**src/rtl/spi_issue_arbiter_if.sv**
```systemverilog
// Request/issue bundle between the three instruction sources, the arbiter and master_spi.
// The slave modport is the arbiter's view. The master modport is the requester/consumer view.
interface spi_issue_arbiter_if #(
    parameter int IW = 32
);
    logic [2:0]    req_valid;
    logic [IW-1:0] req_instr_self;
    logic [IW-1:0] req_instr_left;
    logic [IW-1:0] req_instr_right;
    logic [2:0]    req_ready;
    logic [1:0]    spi_enable;
    logic [IW-1:0] spi_instr;
    logic          spi_start;
    logic          busy;

    modport slave (
        input  req_valid, req_instr_self, req_instr_left, req_instr_right,
        output req_ready, spi_enable, spi_instr, spi_start, busy
    );

    modport master (
        output req_valid, req_instr_self, req_instr_left, req_instr_right,
        input  req_ready, spi_enable, spi_instr, spi_start, busy
    );
endinterface

```
**src/rtl/spi_issue_arbiter.sv**
```systemverilog
// Round-robin arbiter feeding one master_spi instruction port from self/left/right sources.
// Each winning instruction is issued for one cycle and then held for HOLD_CYCLES cycles.
module spi_issue_arbiter #(
    parameter int HOLD_CYCLES = 32,
    parameter int IW          = 32
) (
    input  logic             clk,
    input  logic             reset,
    spi_issue_arbiter_if.slave bus
);
    localparam logic [1:0] ST_IDLE  = 2'd0;
    localparam logic [1:0] ST_ISSUE = 2'd1;
    localparam logic [1:0] ST_HOLD  = 2'd2;

    localparam logic [1:0] SRC_RIGHT = 2'd2;
    localparam logic [7:0] HOLD_LOAD = 8'(HOLD_CYCLES - 1);

    logic [1:0]    state_q, state_d;
    logic [7:0]    cnt_q, cnt_d;
    logic [1:0]    last_q, last_d;
    logic [IW-1:0] instr_q, instr_d;

    logic [1:0]    cand_src [3];
    logic [2:0]    cand_valid;
    logic [1:0]    grant_idx;
    logic          grant_any;
    logic [IW-1:0] granted_instr;
    logic [2:0]    ready;

    // Source index visited at search position 'step' (0..2) after the last grantee.
    function automatic logic [1:0] rr_next(input logic [1:0] last, input logic [2:0] step);
        logic [2:0] sum;
        sum = {1'b0, last} + step + 3'd1;
        if (sum >= 3'd3) begin
            sum = sum - 3'd3;
        end
        return sum[1:0];
    endfunction

    generate
        for (genvar gi = 0; gi < 3; gi++) begin : g_cand
            assign cand_src[gi]   = rr_next(last_q, 3'(gi));
            assign cand_valid[gi] = bus.req_valid[cand_src[gi]];
        end
    endgenerate

    always_comb begin
        grant_idx = 2'd0;
        grant_any = 1'b0;
        for (int p = 2; p >= 0; p--) begin
            if (cand_valid[p]) begin
                grant_idx = cand_src[p];
                grant_any = 1'b1;
            end
        end
    end

    always_comb begin
        granted_instr = bus.req_instr_self;
        case (grant_idx)
            2'd1:    granted_instr = bus.req_instr_left;
            2'd2:    granted_instr = bus.req_instr_right;
            default: granted_instr = bus.req_instr_self;
        endcase
    end

    // Accept is only offered in IDLE and never while reset is being applied.
    generate
        for (genvar gi = 0; gi < 3; gi++) begin : g_ready
            assign ready[gi] = (state_q == ST_IDLE) && !reset && grant_any
                               && (grant_idx == 2'(gi));
        end
    endgenerate

    always_comb begin
        state_d = state_q;
        cnt_d   = cnt_q;
        last_d  = last_q;
        instr_d = instr_q;
        case (state_q)
            ST_IDLE: begin
                if (grant_any) begin
                    instr_d = granted_instr;
                    last_d  = grant_idx;
                    state_d = ST_ISSUE;
                end
            end
            ST_ISSUE: begin
                cnt_d   = HOLD_LOAD;
                state_d = ST_HOLD;
            end
            ST_HOLD: begin
                if (cnt_q == 8'd0) begin
                    state_d = ST_IDLE;
                end else begin
                    cnt_d = cnt_q - 8'd1;
                end
            end
            default: begin
                state_d = ST_IDLE;
            end
        endcase
    end

    always_ff @(posedge clk) begin
        if (reset) begin
            state_q <= ST_IDLE;
            cnt_q   <= 8'd0;
            last_q  <= SRC_RIGHT;
            instr_q <= '0;
        end else begin
            state_q <= state_d;
            cnt_q   <= cnt_d;
            last_q  <= last_d;
            instr_q <= instr_d;
        end
    end

    // Enable codes coincide with source indices; IDLE parks the port at 2'b11.
    assign bus.req_ready  = ready;
    assign bus.spi_enable = (state_q == ST_IDLE) ? 2'b11 : last_q;
    assign bus.spi_instr  = instr_q;
    assign bus.spi_start  = (state_q == ST_ISSUE);
    assign bus.busy       = (state_q != ST_IDLE);
endmodule

```
**src/flat_wrapper.sv**
```systemverilog
// flat-port wrapper written by rule: the top's interface ports become plain ports
module spi_issue_arbiter_flat 
#(
    parameter int HOLD_CYCLES = 32,
    parameter int IW          = 32
)
  (clk, reset, bus_req_valid, bus_req_instr_self, bus_req_instr_left, bus_req_instr_right, bus_req_ready, bus_spi_enable, bus_spi_instr, bus_spi_start, bus_busy);
  spi_issue_arbiter_if #(.IW(IW)) bus_i ();
  input  logic clk;
  input  logic reset;
  input wire logic [$bits(bus_i.req_valid)-1:0] bus_req_valid;
  input wire logic [$bits(bus_i.req_instr_self)-1:0] bus_req_instr_self;
  input wire logic [$bits(bus_i.req_instr_left)-1:0] bus_req_instr_left;
  input wire logic [$bits(bus_i.req_instr_right)-1:0] bus_req_instr_right;
  output wire logic [$bits(bus_i.req_ready)-1:0] bus_req_ready;
  output wire logic [$bits(bus_i.spi_enable)-1:0] bus_spi_enable;
  output wire logic [$bits(bus_i.spi_instr)-1:0] bus_spi_instr;
  output wire logic [$bits(bus_i.spi_start)-1:0] bus_spi_start;
  output wire logic [$bits(bus_i.busy)-1:0] bus_busy;
  assign bus_i.req_valid = bus_req_valid;
  assign bus_i.req_instr_self = bus_req_instr_self;
  assign bus_i.req_instr_left = bus_req_instr_left;
  assign bus_i.req_instr_right = bus_req_instr_right;
  assign bus_req_ready = bus_i.req_ready;
  assign bus_spi_enable = bus_i.spi_enable;
  assign bus_spi_instr = bus_i.spi_instr;
  assign bus_spi_start = bus_i.spi_start;
  assign bus_busy = bus_i.busy;
  spi_issue_arbiter #(.HOLD_CYCLES(HOLD_CYCLES), .IW(IW)) u_core (.clk(clk), .reset(reset), .bus(bus_i));
endmodule
```
**config.mk**
```make
export PLATFORM = sky130hd
export DESIGN_NAME = spi_issue_arbiter_flat
export DESIGN_NICKNAME = d
export VERILOG_FILES = /design/src/rtl/spi_issue_arbiter_if.sv /design/src/rtl/spi_issue_arbiter.sv /design/src/flat_wrapper.sv
export SDC_FILE = /design/constraint.sdc
export NUM_CORES = 1
export LEC_CHECK = 0
export BUFFER_PORTS_ARGS = -buffer_cell sky130_fd_sc_hd__buf_2
export CORE_UTILIZATION = 40
export DETAILED_ROUTE_END_ITERATION = 16
export GPL_TIMING_DRIVEN = 0
export PLACE_DENSITY = 0.73
export SYNTH_ARGS = -nofsm -noshare
export SYNTH_HDL_FRONTEND = slang
export SYNTH_SLANG_ARGS = --single-unit
export TNS_END_PERCENT = 50
```
**constraint.sdc**
```tcl
create_clock -name clk -period 5.4 [get_ports clk]
set_clock_uncertainty 0.15 [all_clocks]
set_input_delay 0.54 -clock clk [delete_from_list [all_inputs] [get_ports clk]]
set_output_delay 0.54 -clock clk [all_outputs]
set_load 0.01 [all_outputs]
```
==> reports/metrics.csv, run 1 <==
stage,metric,value,unit
cts,cts-root-buf,clkbuf_8,
final_layout,nets,579,
pwr,p_clk_frac,0.098,
timing,period_share,0.7325,
global_route,grt_start_max_net_pins,14,
floorplan,fp.coreArea,0.006314,mm2
final_layout,drive_above_1_share,0.3482,
timing,finalSetupTns,0,ps
timing,hold_slack,336.6,ps
cts,holdBufCountCts,0,
pwr,power.share.switching,0.4825,
pwr,p_per_area,600.9,mW/mm2
cts,clkTransAtPathRegs,90,ps
cts,cts_setup_buffers,0,
cts,clock_sinks,44,
pwr,p_leak,1.586,nW
pwr,ir_drop,269.1,uV
critical_path,critical_path.max_fanout,10,
critical_path,crit_end,bus_req_ready[2],
detailed_routing,drt_first_pass_iters,4,
critical_path,end_kind,primary output,
critical_path,startpoint,u_core.last_q[0],
final_layout,final_cell_mix,"buf_2 (139), dfxtp_1 (44), nand2_1 (36), nand2b_1 (35), o21ai_0 (33)",
timing,setup_viol,0,
timing,rsz0062_at_grt,false,
cts,cts_htree_levels,2,
critical_path,crit_required,4710,ps
global_route,grt_pass1_wl,11.91,mm
detailed_routing,wl,7.807,mm
synthesis,yosysWarnings,0,
cts,clockBufferDepth,2,
detailed_routing,topRoutingLayerUsed,met4,
timing,timing.fmax,252.8,MHz
synthesis,synth.distinct_cells,46,
placed_design,dpl_cell_area,0.003402,mm2
synthesis,synth-edff-count,0,
hold_path,hold_depth,2,
timing,finalHoldViolations,0,
timing,slew_violations,0,
hold_path,hp-class,reg -> reg,
final_layout,final_common_cell,buf_2,
timing,worstMarginPinSlew,778.5,ps
global_route,gr-total-overflow,0,
floorplan,fp.dieH,82.78,um
run_status,status,completed,
floorplan,rows,29,
placed_design,dp_hpwl,5.890,mm
detailed_routing,wl_met1,3.582,mm
synthesis,synthCells,324,
timing,fin_crit,3956,ps
synthesis,avgSynthCellArea,8.056,um2
floorplan,dieWidth,82.78,um
synthesis,synth_nets,433,
pwr,p_comb_frac,0.657,
pwr,power.total,2.095,mW
final_layout,diodes,0,
global_route,grt_pass1_vias,2594,
critical_path,reg2reg_to,u_core.bus.spi_instr[25],
detailed_routing,wl_per_cell,14.25,um
global_route,groute.usage.overall,0.2308,
run,maxCapViolations,0,
critical_path,rrSetupSlack,1940,ps
detailed_routing,drc,0,
synthesis,synth_ff_type,dfxtp_1,
synthesis,ys_seq_area_frac,0.3375,
critical_path,critical_path_arrival,3270,ps
critical_path,r2r-start,u_core.last_q[0],
detailed_routing,vias,2941,
cts,cts_made_buffers,5,
pwr,p_seq_frac,0.245,
critical_path,reg2reg_depth,14,
detailed_routing,drt-vias-per-instance,5.367,
final_layout,final_design_area_no_fill,0.003487,mm2
synthesis,syn_area,0.002610,mm2
final_layout,area_delta_synth_final,33.60,%
floorplan,start_util,0.4134,
detailed_routing,dr.first_iter.drc_count,98,
cts,cts_tree,yes,
placed_design,io_buffers,139,
timing,slew_headroom,0.4786,
detailed_routing,wl_met2,3.757,mm
floorplan,dieArea,0.006852,mm2
synthesis,yosys_register_bits,44,
placed_design,place_congestion,0.8776,
floorplan,num_io_pins,140,
critical_path,path_class,reg -> out,
detailed_routing,route.met3.wl,340,um
pwr,switching_power,1.011,mW
pwr,intPower,1.084,mW
global_route,grt_antenna_before_repair,0,
detailed_routing,ant_nets,0,
cts,worst_skew_pair.late_latency,300,ps
synthesis,async_reset_ff_frac,0,
critical_path,crit_path_start_kind,register,
cts,cts_resized,0,
Yosys cell counts, types with 2 or more instances:
| master | count | share of area |
|---|---|---|
| dfxtp_1 | 44 | 0.34 |
| nand2_1 | 36 | 0.052 |
| nand2b_1 | 35 | 0.084 |
| o21ai_0 | 33 | 0.063 |
| a22oi_1 | 32 | 0.092 |
| o22ai_1 | 30 | 0.072 |
| clkbuf_1 | 19 | 0.027 |
| inv_1 | 12 | 0.017 |
| nor2_1 | 9 | 0.013 |
| ha_1 | 8 | 0.038 |
| buf_6 | 7 | 0.030 |
| nor3_1 | 7 | 0.013 |
| a21oi_1 | 4 | 0.0077 |
| a311oi_1 | 3 | 0.010 |
| and2_1 | 3 | 0.0072 |
| buf_1 | 3 | 0.0043 |
| nand3_1 | 3 | 0.0058 |
| a211oi_1 | 2 | 0.0058 |
| mux2_2 | 2 | 0.0086 |
| mux2i_1 | 2 | 0.0077 |
| nor2b_1 | 2 | 0.0048 |
| o22ai_2 | 2 | 0.0096 |
| or2_2 | 2 | 0.0048 |
| or3_1 | 2 | 0.0048 |
metrics by stage:
step / setup slack [ps] / instances / util
3_5_place_dp: 1773 / 540 / 0.5388
6_report: 1444 / 548 / 0.5523
2_1_floorplan: 2260 / 324 / -
3_3_place_gp: 1804 / 540 / 0.5388
5_1_grt: 1159 / 548 / 0.5523
4_1_cts: 1429 / 548 / 0.5523
final cells by class:
cell class	count	area (um2)
repair buffers	139	695.7
multi-input cells	238	1519
clock inverters	1	8.758
plain buffers	29	161.4
inverters	13	48.80
clock buffers	7	76.32
fillers	626	2826
well taps	77	96.34
flip-flops and latches	44	880.8
power by group through the flow:
| stage | Combinational [mW] | Clock [mW] | Sequential (mW) |
|---|---|---|---|
| 2_1_floorplan | 0.951 | 0 | 0.538 |
| 3_3_place_gp | 1.34 | 0 | 0.517 |
| 3_5_place_dp | 1.37 | 0 | 0.518 |
| 4_1_cts | 1.38 | 0.209 | 0.513 |
| 5_1_grt | 1.54 | 0.227 | 0.526 |
| 6_report | 1.38 | 0.205 | 0.514 |
state kept, by name (all words and copies together), names as in the netlist:
register / cells
u_core.cnt_q: 8
u_core.last_q: 2
u_core.state_q: 2
u_core.bus.spi_instr: 32
worst max-delay path, stage by stage (launching register included):
cell	delay (ps)
dfxtp_1	410
inv_1	140
ha_1	320
buf_6	130
or4bb_1	500
a21oi_1	200
nor3_1	100
inv_1	60
ha_1	120
clkbuf_1	260
clkbuf_1	400
and2_1	190
buf_2	120
how the worst min path moves through the flow:
stage,startpoint,to
final,u_core.bus.spi_instr[11],u_core.bus.spi_instr[11]
after global routing,u_core.bus.spi_instr[30],u_core.bus.spi_instr[30]
after CTS,u_core.bus.spi_instr[3],u_core.bus.spi_instr[3]
after detailed placement,u_core.bus.spi_instr[7],u_core.bus.spi_instr[7]
after global placement,u_core.bus.spi_instr[11],u_core.bus.spi_instr[11]
after floorplan,u_core.last_q[0],u_core.last_q[0]
per-layer routing:
layer,track usage,vias to the layer above
li1,-,1473
met1,0.2931,1365
met2,0.3918,91
met3,0.03716,12
met4,0.08448,0
met5,0,-
kinds of logic after synthesis:
group                    Yosys count  share of synthesized area
AO/OA/AOI/OAI                    120                     0.3073
adder cells (fa/ha/maj)            8                    0.03835
flip-flops                        44                     0.3375
buffers and inverters             42                    0.08054
multiplexers                       5                    0.02205
AND/OR/NAND/NOR                  105                     0.2143
No activity file was read; power rests on OpenSTA's default activity.
==> run 2, diff against run 1 <==
PLACE_DENSITY = 0.76   (was 0.73)
clock period = 3.6 ns   (was 5.4 ns; I/O delays follow)
==> run 2 against run 1 <==
Against the previous run: flip-flop and latch count unchanged; global-route usage up 0.43 points; register-to-register slack got worse by 1700 ps; clock-buffer cell count fell by 2; die area unchanged; wire length grew 2.7%; total power increased by 55%; non-clock buffer count is the same; combinational power increased by 51%; core utilization is 0.59 points higher; critical endpoint is now bus_req_ready[1].
==> reports/metrics.csv, run 2 (synthesis gave the netlist of run 1 again) <==
stage,metric,value,unit
run_status,status,completed,
timing,fin_crit,3421,ps
pwr,p_per_area,920.9,mW/mm2
critical_path,end_kind,primary output,
cts,clock_sinks,44,
detailed_routing,vias,2972,
timing,timing.fmax,292.3,MHz
floorplan,dieWidth,82.78,um
detailed_routing,drt-vias-per-instance,5.423,
final_layout,final-seq-area,882.1,um2
hold_path,hp-class,in -> reg,
timing,slew_violations,0,
critical_path,critPathMaxStageDelay,510,ps
cts,worst_skew_pair.late_latency,300,ps
final_layout,final_design_area_no_fill,0.003525,mm2
global_route,grt_pass1_wl,12.10,mm
critical_path,path_common_cell,ha_1,
cts,cts_made_buffers,5,
placed_design,place_congestion,0.7980,
global_route,grt_antenna_before_repair,0,
timing,slew_headroom,0.4794,
cts,cts_htree_levels,2,
cts,clkTransAtPathRegs,90,ps
placed_design,dp_hpwl,5.971,mm
floorplan,rows,29,
critical_path,crit_path_start_kind,register,
placed_design,io_buffers,139,
critical_path,crit_path_top_delay_cell,or4bb_1,
detailed_routing,ant_nets,0,
critical_path,critical_path_arrival,2910,ps
global_route,grt_pass1_vias,2619,
timing,finalSetupTns,0,ps
critical_path,crit_required,3090,ps
final_layout,drive_above_1_share,0.3631,
detailed_routing,drt_first_pass_iters,4,
critical_path,critical_path.max_fanout,10,
final_layout,final_common_cell,buf_2,
final_layout,nets,579,
pwr,power.total,3.246,mW
detailed_routing,wl,8.021,mm
run,maxCapViolations,0,
placed_design,dpl_cell_area,0.003402,mm2
detailed_routing,dr.first_iter.drc_count,131,
critical_path,path_cells,inv_1 -> ha_1 -> buf_6 -> or4bb_1 -> a21oi_1 -> nor3_1 -> ha_1 -> clkbuf_1 -> buf_4 -> and2_1 -> buf_2,
pwr,ir_drop,377.2,uV
detailed_routing,drc,0,
timing,period_share,0.9502,
cts,cts-root-buf,clkbuf_8,
final_layout,final_cell_mix,"buf_2 (139), dfxtp_1 (43), nand2_1 (36), nand2b_1 (35), o21ai_0 (33)",
final_layout,multi_input_area,0.001519,mm2
final_layout,fillers,613,
final_layout,diodes,0,
final_layout,area_delta_synth_final,35.04,%
final_layout,largest_register_ffs,32,
global_route,groute.usage.overall,0.2351,
detailed_routing,wl_per_cell,14.64,um
timing,rsz0062_at_grt,false,
floorplan,fp.dieH,82.78,um
critical_path,rrSetupSlack,270,ps
floorplan,dieArea,0.006852,mm2
cts,holdBufCountCts,0,
floorplan,num_io_pins,140,
timing,worstMarginPinSlew,777.3,ps
global_route,grt_start_max_net_pins,15,
critical_path,path_class,reg -> out,
global_route,gr-total-overflow,0,
timing,finalHoldViolations,0,
pwr,p_leak,1.613,nW
floorplan,fp.coreArea,0.006314,mm2
floorplan,start_util,0.4134,
cts,clockBufferDepth,2,
cts,cts_tree,yes,
timing,setup_viol,0,
-- run 2: what timing repair did --
action / in CTS / in global routing
gates resized for setup: 3 / 9
buffers inserted: 0 / 0
setup endpoints to repair: 2 / 21
endpoints found under the hold margin: 0 / 0
-- run 2: where the power goes --
group / total [mW] / internal, mW / switching (mW)
registers: 0.768 / 0.653 / 0.115
logic: 2.09 / 0.849 / 1.24
clock network: 0.390 / 0.206 / 0.185
total: 3.25 / 1.71 / 1.54
-- run 2: worst max-delay path: cells and delay by family, from the launching register on --
family / cells / cell delay (ps)
compound gates: 1 / 210
fa+ha+maj: 2 / 500
buf+inv: 5 / 760
flops: 1 / 370
simple gates: 3 / 750
-- run 2: per-layer routing --
| layer | vias to the layer above | routed length (um) | global-route usage |
|---|---|---|---|
| li1 | 1474 | - | - |
| met1 | 1361 | 3587 | 0.3054 |
| met2 | 126 | 3851 | 0.3877 |
| met3 | 11 | 453 | 0.04699 |
| met4 | 0 | 129 | 0.07759 |
| met5 | - | 0 | 0 |
-- run 2: final timing paths --
path	start	to	depth (start not counted)
setup reg to reg	u_core.last_q[0]	u_core.bus.spi_instr[3]	12
hold / removal	bus_req_instr_self[4]	u_core.bus.spi_instr[4]	3
setup / recovery	u_core.last_q[0]	bus_req_ready[1]	11
hold reg to reg	u_core.bus.spi_instr[29]	u_core.bus.spi_instr[29]	2
-- run 2: metrics by stage --
stage	cells	setup slack, ps	hold slack (ps)	utilization
detailed placement	540	138.7	319.7	0.5388
floorplan	324	640.4	333.6	-
finish	548	179.3	208.7	0.5583
CTS	548	23.74	203.1	0.5571
global route	548	17.32	222.6	0.5583
global placement	540	202.1	319.1	0.5388
-- run 2: cell type report --
type / instances / area share
timing repair buffer: 139 / 0.1974
clock buffer: 5 / 0.01952
inverter: 13 / 0.01384
multi-input combinational: 238 / 0.4310
clock inverter: 3 / 0.01207
buffer: 29 / 0.04863
sequential: 44 / 0.2503
tap: 77 / 0.02733
==> run 3, diff against run 2 <==
PLACE_DENSITY = 0.85   (was 0.76)
==> run 3 against run 2 <==
Against the previous run: maximum frequency fell by 1.2%; final area increased by 0.60%; clock power up 6.7%; first-iteration DRC count grew 5.3%; critical path depth is the same; total power is 0.33% higher; critical path type unchanged; critical endpoint unchanged; highest routed layer unchanged.
==> reports/metrics.csv, run 3 (synthesis gave the netlist of run 1 again) <==
stage,metric,value,unit
timing,period_share,0.9617,
global_route,gr-total-overflow,0,
detailed_routing,wl_per_cell,14.29,um
critical_path,startpoint,u_core.last_q[0],
final_layout,stdcell_count,548,
cts,cts_tree,yes,
critical_path,end_kind,primary output,
run,maxCapViolations,0,
timing,slew_headroom,0.4964,
timing,hold_slack,215.5,ps
global_route,groute.usage.overall,0.2255,
final_layout,nets,579,
final_layout,area_delta_synth_final,35.86,%
detailed_routing,ant_nets,0,
global_route,grt_pass1_vias,2525,
critical_path,crit_path_start_kind,register,
timing,slew_violations,0,
pwr,p_leak,1.629,nW
run_status,status,completed,
critical_path,crit_end,bus_req_ready[1],
final_layout,final_util,0.5616,
floorplan,fp.coreArea,0.006314,mm2
pwr,power.total,3.256,mW
global_route,grt_pass1_wl,11.69,mm
pwr,intPower,1.753,mW
global_route,grt_antenna_before_repair,0,
detailed_routing,drt-vias-per-instance,5.423,
global_route,grt_start_max_net_pins,14,
pwr,p_comb_frac,0.636,
floorplan,fp.dieH,82.78,um
floorplan,start_util,0.4134,
placed_design,io_buffers,139,
pwr,p_clk_frac,0.128,
detailed_routing,vias,2972,
final_layout,final-seq-area,882.1,um2
cts,clock_sinks,44,
final_layout,final_common_cell,buf_2,
timing,setup_viol,0,
placed_design,dpl_cell_area,0.003402,mm2
floorplan,dieWidth,82.78,um
detailed_routing,drc,0,
cts,cts_made_buffers,5,
pwr,ir_drop,426.6,uV
final_layout,largest_register_ffs,32,
floorplan,num_io_pins,140,
cts,cts_htree_levels,2,
critical_path,r2r-start,u_core.last_q[0],
critical_path,reg2reg_to,u_core.bus.spi_instr[1],
floorplan,dieArea,0.006852,mm2
critical_path,path_class,reg -> out,
cts,clkTransAtPathRegs,80,ps
pwr,p_seq_frac,0.236,
timing,timing.fmax,288.8,MHz
pwr,switching_power,1.503,mW
timing,finalHoldViolations,0,
final_layout,final_cell_mix,"buf_2 (139), dfxtp_1 (43), nand2_1 (36), nand2b_1 (35), o21ai_0 (33)",
detailed_routing,wl,7.831,mm
detailed_routing,dr.first_iter.drc_count,138,
hold_path,hold_depth,3,
final_layout,drive_above_1_share,0.3694,
cts,worst_skew_pair.late_latency,290,ps
timing,rsz0062_at_grt,false,
critical_path,reg2reg_depth,12,
critical_path,crit_required,3090,ps
cts,cts-root-buf,clkbuf_8,
floorplan,rows,29,
timing,fin_ws,137.9,ps
critical_path,rrSetupSlack,240,ps
critical_path,critical_path.max_fanout,10,
pwr,p_per_area,918.4,mW/mm2
cts,cts_setup_buffers,0,
final_layout,diodes,0,
placed_design,dp_hpwl,5.920,mm
placed_design,place_congestion,0.8578,
cts,clockBufferDepth,2,
final_layout,fillers,619,
final_layout,multi_input_area,0.001523,mm2
placed_design,place_ws,114.5,ps
placed_design,dp_cells,540,
hold_path,hp-class,in -> reg,
detailed_routing,drt_first_pass_iters,4,
timing,finalSetupTns,0,ps
timing,worstMarginPinSlew,751.9,ps
final_layout,final_design_area_no_fill,0.003546,mm2
timing,fin_crit,3462,ps
critical_path,critical_path_arrival,2950,ps
pwr,power.share.switching,0.4616,
-- run 3: changes by cell type in the layout (fill, tap and decap cells not counted), sizes merged --
cell      before  now
clkbuf        22   26
clkinv         1    0
clkinvlp       1    0
buf          151  149
-- run 3: layout make-up --
class / instances / share of cell area
clock inverters: 1 / 0.008469
clock buffers: 7 / 0.02717
flip-flops and latches: 44 / 0.2488
plain buffers: 29 / 0.04905
inverters: 13 / 0.01376
repair buffers: 139 / 0.1962
multi-input cells: 238 / 0.4294
well taps: 77 / 0.02717
-- run 3: power by group through the flow --
stage,clock [mW],sequential [mW],combinational [mW]
final,0.416,0.769,2.07
after global routing,0.442,0.791,2.29
after CTS,0.423,0.767,2.06
after detailed placement,0,0.774,2.05
after global placement,0,0.769,1.99
after floorplan,0,0.807,1.43
-- run 3: worst min-delay path by stage --
stage,start,to
3_3_place_gp,u_core.bus.spi_instr[22],u_core.bus.spi_instr[22]
2_1_floorplan,u_core.last_q[0],u_core.last_q[0]
4_1_cts,bus_req_instr_self[19],u_core.bus.spi_instr[19]
6_report,bus_req_instr_self[22],u_core.bus.spi_instr[22]
5_1_grt,bus_req_instr_self[4],u_core.bus.spi_instr[4]
3_5_place_dp,u_core.bus.spi_instr[24],u_core.bus.spi_instr[24]
-- run 3: critical path, cell delays in order (launching register included) --
cell and delay [ps]:
dfxtp_2 370, inv_1 100, ha_1 300, buf_6 120
or4bb_1 540, a21oi_1 230, nor3_1 110, ha_1 190
clkbuf_1 190, buf_4 240, and2_1 140, buf_2 130
-- run 3: routing by layer --
layer,up-vias,track usage,wire length [um]
met3,14,0.05027,453
met1,1377,0.2724,3299
met2,110,0.3910,3931
li1,1471,-,-
met4,0,0.07931,147
met5,-,0,0
-- run 3: what timing repair did --
item	in CTS	in global routing
gates resized for setup	3	12
hold buffers	0	0
setup endpoints to repair	2	10
